`src/rtl/pipe_pkg.sv`:
```
// rtl/pipe_pkg.sv - shared types and defaults for pipeline stage registers
package pipe_pkg;

    typedef enum logic [1:0] {
        PS_EMPTY = 2'd0,
        PS_ONE   = 2'd1,
        PS_TWO   = 2'd2
    } pipe_state_e;

    localparam int PIPE_DATA_W = 64;
    localparam int PIPE_CTRL_W = 16;

    // ID/EX control bundle, packed to PIPE_CTRL_W
    typedef struct packed {
        logic       rd_wren;
        logic       mem_wren;
        logic       mem_rden;
        logic [1:0] wb_sel;
        logic [3:0] alu_op;
        logic [1:0] alu_src;
        logic       branch;
        logic       jump;
        logic [2:0] rsvd;
    } id_ex_ctrl_t;

    // EX/MEM control bundle, packed to PIPE_CTRL_W
    typedef struct packed {
        logic       rd_wren;
        logic       mem_wren;
        logic       mem_rden;
        logic [1:0] wb_sel;
        logic [2:0] mem_size;
        logic [7:0] rsvd;
    } ex_mem_ctrl_t;

    // Number of entries held in a given state
    function automatic logic [1:0] pipe_occupancy(input pipe_state_e st);
        case (st)
            PS_ONE:  pipe_occupancy = 2'd1;
            PS_TWO:  pipe_occupancy = 2'd2;
            default: pipe_occupancy = 2'd0;
        endcase
    endfunction

endpackage

```
`src/rtl/pipe_slot.sv`:
```
// rtl/pipe_slot.sv - one payload+control register with load and control-clear
module pipe_slot #(
    parameter int DATA_W = 64,
    parameter int CTRL_W = 16
) (
    input  logic              clk,
    input  logic              rst,
    input  logic              load,
    input  logic              clear,
    input  logic [DATA_W-1:0] d_data,
    input  logic [CTRL_W-1:0] d_ctrl,
    output logic [DATA_W-1:0] q_data,
    output logic [CTRL_W-1:0] q_ctrl
);

    logic [DATA_W-1:0] data_q, data_d;
    logic [CTRL_W-1:0] ctrl_q, ctrl_d;

    // Load takes a new entry; clear only kills control so data never toggles on a bubble
    always_comb begin
        data_d = data_q;
        ctrl_d = ctrl_q;
        if (load) begin
            data_d = d_data;
            ctrl_d = d_ctrl;
        end else if (clear) begin
            ctrl_d = '0;
        end
    end

    // Slot storage, asynchronously cleared
    always_ff @(posedge clk or posedge rst) begin
        if (rst) begin
            data_q <= '0;
            ctrl_q <= '0;
        end else begin
            data_q <= data_d;
            ctrl_q <= ctrl_d;
        end
    end

    assign q_data = data_q;
    assign q_ctrl = ctrl_q;

endmodule

```
`src/rtl/pipe_stage_skid.sv`:
```
// rtl/pipe_stage_skid.sv - pipeline stage register with valid/ready, flush and optional skid
module pipe_stage_skid
    import pipe_pkg::*;
#(
    parameter int DATA_W = PIPE_DATA_W,
    parameter int CTRL_W = PIPE_CTRL_W,
    parameter int SKID   = 1
) (
    input  logic              clk,
    input  logic              rst,
    input  logic              flush,
    input  logic              in_valid,
    output logic              in_ready,
    input  logic [DATA_W-1:0] in_data,
    input  logic [CTRL_W-1:0] in_ctrl,
    output logic              out_valid,
    input  logic              out_ready,
    output logic [DATA_W-1:0] out_data,
    output logic [CTRL_W-1:0] out_ctrl,
    output logic [1:0]        occupancy
);

    pipe_state_e       state_q, state_d;
    logic              accept, emit;
    logic              main_load, main_clear, main_from_skid, skid_load;
    logic [DATA_W-1:0] main_src_data, skid_data;
    logic [CTRL_W-1:0] main_src_ctrl, skid_ctrl;

    assign out_valid = (state_q != PS_EMPTY);
    assign emit      = out_valid & out_ready;
    assign accept    = in_valid & in_ready;
    assign occupancy = pipe_occupancy(state_q);

    // Next state and slot control; flush overrides any accept/emit this cycle
    always_comb begin
        state_d        = state_q;
        main_load      = 1'b0;
        main_clear     = 1'b0;
        main_from_skid = 1'b0;
        skid_load      = 1'b0;
        if (flush) begin
            state_d    = PS_EMPTY;
            main_clear = 1'b1;
        end else begin
            case (state_q)
                PS_EMPTY: begin
                    if (accept) begin
                        state_d   = PS_ONE;
                        main_load = 1'b1;
                    end
                end
                PS_ONE: begin
                    if (accept && emit) begin
                        main_load = 1'b1;
                    end else if (accept) begin
                        state_d   = PS_TWO;
                        skid_load = 1'b1;
                    end else if (emit) begin
                        state_d    = PS_EMPTY;
                        main_clear = 1'b1;
                    end
                end
                PS_TWO: begin
                    if (emit) begin
                        state_d        = PS_ONE;
                        main_load      = 1'b1;
                        main_from_skid = 1'b1;
                    end
                end
                default: state_d = PS_EMPTY;
            endcase
        end
    end

    // Stage state register
    always_ff @(posedge clk or posedge rst) begin
        if (rst) begin
            state_q <= PS_EMPTY;
        end else begin
            state_q <= state_d;
        end
    end

    assign main_src_data = main_from_skid ? skid_data : in_data;
    assign main_src_ctrl = main_from_skid ? skid_ctrl : in_ctrl;

    pipe_slot #(.DATA_W(DATA_W), .CTRL_W(CTRL_W)) u_main (
        .clk    (clk),
        .rst    (rst),
        .load   (main_load),
        .clear  (main_clear),
        .d_data (main_src_data),
        .d_ctrl (main_src_ctrl),
        .q_data (out_data),
        .q_ctrl (out_ctrl)
    );

    generate
        if (SKID != 0) begin : g_skid
            logic in_ready_q, in_ready_d;

            assign in_ready_d = (state_d != PS_TWO);

            // Registered ready breaks the out_ready -> in_ready path between stages
            always_ff @(posedge clk or posedge rst) begin
                if (rst) begin
                    in_ready_q <= 1'b1;
                end else begin
                    in_ready_q <= in_ready_d;
                end
            end

            assign in_ready = in_ready_q;

            pipe_slot #(.DATA_W(DATA_W), .CTRL_W(CTRL_W)) u_skid (
                .clk    (clk),
                .rst    (rst),
                .load   (skid_load),
                .clear  (flush),
                .d_data (in_data),
                .d_ctrl (in_ctrl),
                .q_data (skid_data),
                .q_ctrl (skid_ctrl)
            );
        end else begin : g_noskid
            logic unused_skid_load;

            assign unused_skid_load = skid_load;
            assign in_ready         = out_ready | ~out_valid;
            assign skid_data        = '0;
            assign skid_ctrl        = '0;
        end
    endgenerate

endmodule

```
`config.mk`:
```
export PLATFORM = sky130hd
export DESIGN_NAME = pipe_stage_skid
export DESIGN_NICKNAME = d
export VERILOG_FILES = /design/src/rtl/pipe_pkg.sv /design/src/rtl/pipe_slot.sv /design/src/rtl/pipe_stage_skid.sv
export SDC_FILE = /design/constraint.sdc
export NUM_CORES = 1
export LEC_CHECK = 0
export ABC_AREA = 1
export BUFFER_PORTS_ARGS = -buffer_cell sky130_fd_sc_hd__buf_2
export CORE_MARGIN = 2
export CORE_UTILIZATION = 45
export DETAILED_ROUTE_END_ITERATION = 6
export GPL_ROUTABILITY_DRIVEN = 0
export PLACE_DENSITY = 0.65
export SLEW_MARGIN = 20
export SYNTH_ARGS = -nofsm -noshare
export SYNTH_HDL_FRONTEND = slang
export SYNTH_SLANG_ARGS = --single-unit
```
`constraint.sdc`:
```
create_clock -name clk -period 8.13 [get_ports clk]
set_input_delay 2.0325 -clock clk [delete_from_list [all_inputs] [get_ports clk]]
set_output_delay 2.0325 -clock clk [all_outputs]
set_load 0.01 [all_outputs]
```
==> summary.md <==
- 0 — max-cap violations
- 6294 — total number of vias
- 0 — Final Hold Viols
- 8.43 ns — data required time of the worst path
- 6029 — vias in the first global route
- 0 — total count of max-transition violations in the final report
- 0 — overflow left after global routing
- 30.02 mm — global-route wire length before repair
- in2reg — critical setup path kind
- 0 — number of routed nets with antenna violations
- 0 — post-CTS resize count
- 0 — number of setup buffers added after CTS
- false — setup repair after global routing missed its margin
- 4 — CTS HTree Levels
- 18.69% — Syn-to-layout area delta
- 264.2 nW/um2 — P per Cell Area
- 0.06 ns — clock input transition at the sequential cells of the worst setup and hold paths
- 2 — Clock Path Buffers
- 117 — largest net degree at the start of global routing
- 13.66 um — post-detailed-route wirelength per cell
- 143.7 uV — Worst VDD drop
- 0.2514 GHz — Fmax achieved
- 0 — number of setup violations in the final report
- 2 — Hold Path Cell Cnt
- 1272 — number of non-filler instances in the completed layout
- 163 — Clock Sinks
- 0.42 ns — clock latency reported for the late side of the worst-skew pair
- complete, no violations — outcome
- 1128 — NumNets Final
- 17.38 mm — wire length after detailed routing
- 20.55% — proportion of layout cells with a drive suffix above 1
- 998 — Net Count, Synth
- 0% — xor-xnor portion of the synthesized cell area
- 28.85% — Rel. slew slack
- 17510 um2 — die area
- 23 — number of distinct library cell variants in the gate-level netlist after synthesis
- out_ready — beginning of the critical path
- 25.83% — post-synthesis share of cell area spent on and, or, nand and nor gates
- 10.03% — compound-gate portion of the synthesized area
- u_main.q_data[11] — endpoint of the worst-slack reg-to-reg timing path
- 536 — drt initial violations
- 163 — synthesis-stage register bit count
- reg2reg — worst hold path type
- 46.32% — effective utilization at floorplan
- 0 — Yosys warning count
- 0.007437 ns — worst clock skew on the final layout
- 132.3 um — vertical die dimension
- state_q[0] — launch instance of the worst register-to-register path
- 0 ns — setup TNS
- 0% — Post-Synth Adder-Cell Area
- 913 — Mapped Cells
- 0% — multiplexer area fraction after synthesis
- 4.979 nW — P_leak
- 7 — cell depth of the worst flop-to-flop path
- 0 — DRC Markers
- 7412 um2 — post-synth design cell area
- 0 — Antenna Cells
- flip-flop — Worst Setup End Kind
- 0 — cts-stage hold buffer count
- 132.3 um — width of the die
- 168 — count of port buffers added during placement
- sky130_fd_sc_hd__clkbuf_16 — Root Buffer Master
- 4.28 ns — arrival time at the worst endpoint
- 1240 — number of instances in the placed design
- 8797 um2 — finished layout cell area
- 5.30 ns — R2R setup slack
- 3.977 ns — final critical path time including I/O delays and setup
- 169 — IO Pins
- input pin — CP Launch Type
- 8.118 um2 — post-synthesis average cell area
- 46 — number of rows in the core area
- yes — clock tree from TritonCTS
- 17 — clock buffer count from CTS
- 2.325 mW — total design power
- 55.05% — proportion of synthesized chip area in sequential cells
- 48.92% — period utilization
- simple AND/OR/NAND/NOR gates — main combinational cell family by area after synthesis
- u_main.q_data[11] — endpoint of the worst setup timing path
- 20.98% — GR Util All Layers
- 1.067 ns — Worst Tran Pin Value
- 16000 um2 — placeable core region
- 10.29 mm — half-perimeter wire length after placement
- 4.948 — Vias per Instance
- 0 — number of antenna violations at the first check in global routing
- 81 — Critical Path Fanout Max
- 6 — first-pass iteration count of the detailed router
- 8234 um2 — area after detailed placement
## cells by family (layout without fill, tap and decap cells)
| family | after synthesis | after routing |
|---|---|---|
| flip-flops | 163 | 163 |
| AND/OR/NAND/NOR | 452 | 452 |
| buffers and inverters | 150 | 293 |
| AO/OA/AOI/OAI | 148 | 148 |
## layout make-up
type                    instances  area [um2]
well taps                     216       270.3
clock inverters                13       110.1
repair buffers                172       870.8
flip-flops and latches        163        4080
multi-input cells             600        2674
inverters                      89       339.1
clock buffers                  19       452.9
fillers                      1583        7203
## flip-flops by register name (all words and copies together) (netlist names)
name                  cells
u_main.q_ctrl            16
u_main.q_data            64
state_q                   2
g_skid.u_skid.q_data     64
in_ready                  1
g_skid.u_skid.q_ctrl     16
## layer usage
| metal | global-route usage [%] | vias to the layer above | part of all wire (%) |
|---|---|---|---|
| met2 | 32.24 | 182 | 47 |
| li1 | - | 3169 | - |
| met5 | 0 | - | 0 |
| met4 | 5.675 | 0 | 0.83 |
| met3 | 5.075 | 14 | 5.4 |
| met1 | 29.87 | 2929 | 47 |
## synth_stat cells (all sizes together)
library cell,instances,share of area (%)
buf,51,4.1
clkbuf,10,0.51
nor3,2,0.14
o21ai,82,5.5
nand2,262,13
nand3,99,6.9
dfrtp,162,55
o211ai,1,0.10
dfstp,1,0.35
nor2,73,4.0
a21oi,65,4.4
inv,89,4.5
nand4,16,1.4
## worst min path at each step
| stage | from | end | slack (ns) |
|---|---|---|---|
| 6_report | g_skid.u_skid.q_data[50] | g_skid.u_skid.q_data[50] | 0.49 |
| 5_1_grt | g_skid.u_skid.q_data[40] | g_skid.u_skid.q_data[40] | 0.51 |
| 4_1_cts | g_skid.u_skid.q_data[50] | g_skid.u_skid.q_data[50] | 0.49 |
| 3_5_place_dp | g_skid.u_skid.q_data[5] | g_skid.u_skid.q_data[5] | 0.48 |
| 3_3_place_gp | g_skid.u_skid.q_data[60] | g_skid.u_skid.q_data[60] | 0.47 |
| 2_1_floorplan | g_skid.u_skid.q_data[60] | g_skid.u_skid.q_data[60] | 0.45 |
## metrics by stage
stage / setup slack, ns / hold slack, ns / util [%]
after floorplan: 1.694 / 0.4537 / -
after global placement: 3.734 / 0.4683 / 51.45
after detailed placement: 3.716 / 0.4786 / 51.46
after CTS: 4.166 / 0.4945 / 54.98
after global routing: 3.912 / 0.5137 / 54.98
final: 4.153 / 0.4892 / 54.98
## worst max-delay path, cell delays in order
cell                      delay [ns]
sky130_fd_sc_hd__buf_2          0.12
sky130_fd_sc_hd__o21ai_1        0.07
sky130_fd_sc_hd__nand2_1        0.10
sky130_fd_sc_hd__nand2_2        0.07
sky130_fd_sc_hd__buf_4          0.71
sky130_fd_sc_hd__nand2_4        0.77
sky130_fd_sc_hd__nand2_1        0.25
sky130_fd_sc_hd__nand2_1        0.08
## report_power, final
group / internal, mW / switching [mW] / total, mW
combinational: 0.185 / 0.259 / 0.444
clock: 0.436 / 0.329 / 0.765
sequential: 1.01 / 0.108 / 1.12
total: 1.63 / 0.696 / 2.32
## cells in the final DEF, fill, tap and decap left out
| master | count |
|---|---|
| sky130_fd_sc_hd__o21ai_0 | 21 |
| sky130_fd_sc_hd__clkinvlp_4 | 5 |
| sky130_fd_sc_hd__nand2_4 | 1 |
| sky130_fd_sc_hd__clkbuf_16 | 17 |
| sky130_fd_sc_hd__clkbuf_8 | 2 |
| sky130_fd_sc_hd__inv_2 | 3 |
| sky130_fd_sc_hd__clkinv_4 | 1 |
| sky130_fd_sc_hd__buf_4 | 4 |
| sky130_fd_sc_hd__nand2_2 | 2 |
| sky130_fd_sc_hd__bufinv_16 | 1 |
| sky130_fd_sc_hd__o21ai_1 | 61 |
| sky130_fd_sc_hd__inv_6 | 2 |
| sky130_fd_sc_hd__nor2_2 | 1 |
| sky130_fd_sc_hd__nor2_4 | 1 |
| sky130_fd_sc_hd__nand3_1 | 98 |
| sky130_fd_sc_hd__dfstp_2 | 1 |
| sky130_fd_sc_hd__o211ai_1 | 1 |
| sky130_fd_sc_hd__buf_2 | 168 |
| sky130_fd_sc_hd__nand2_8 | 1 |
| sky130_fd_sc_hd__nor3_1 | 2 |
| sky130_fd_sc_hd__a21oi_1 | 65 |
| sky130_fd_sc_hd__clkinv_2 | 5 |
| sky130_fd_sc_hd__dfrtp_1 | 162 |
| sky130_fd_sc_hd__nor2_8 | 1 |
| sky130_fd_sc_hd__nand4_1 | 16 |
| sky130_fd_sc_hd__nand2_1 | 258 |
| sky130_fd_sc_hd__inv_1 | 85 |
| sky130_fd_sc_hd__nor2_1 | 70 |
| sky130_fd_sc_hd__nand3_4 | 1 |
(Power assumes the default switching activity.)
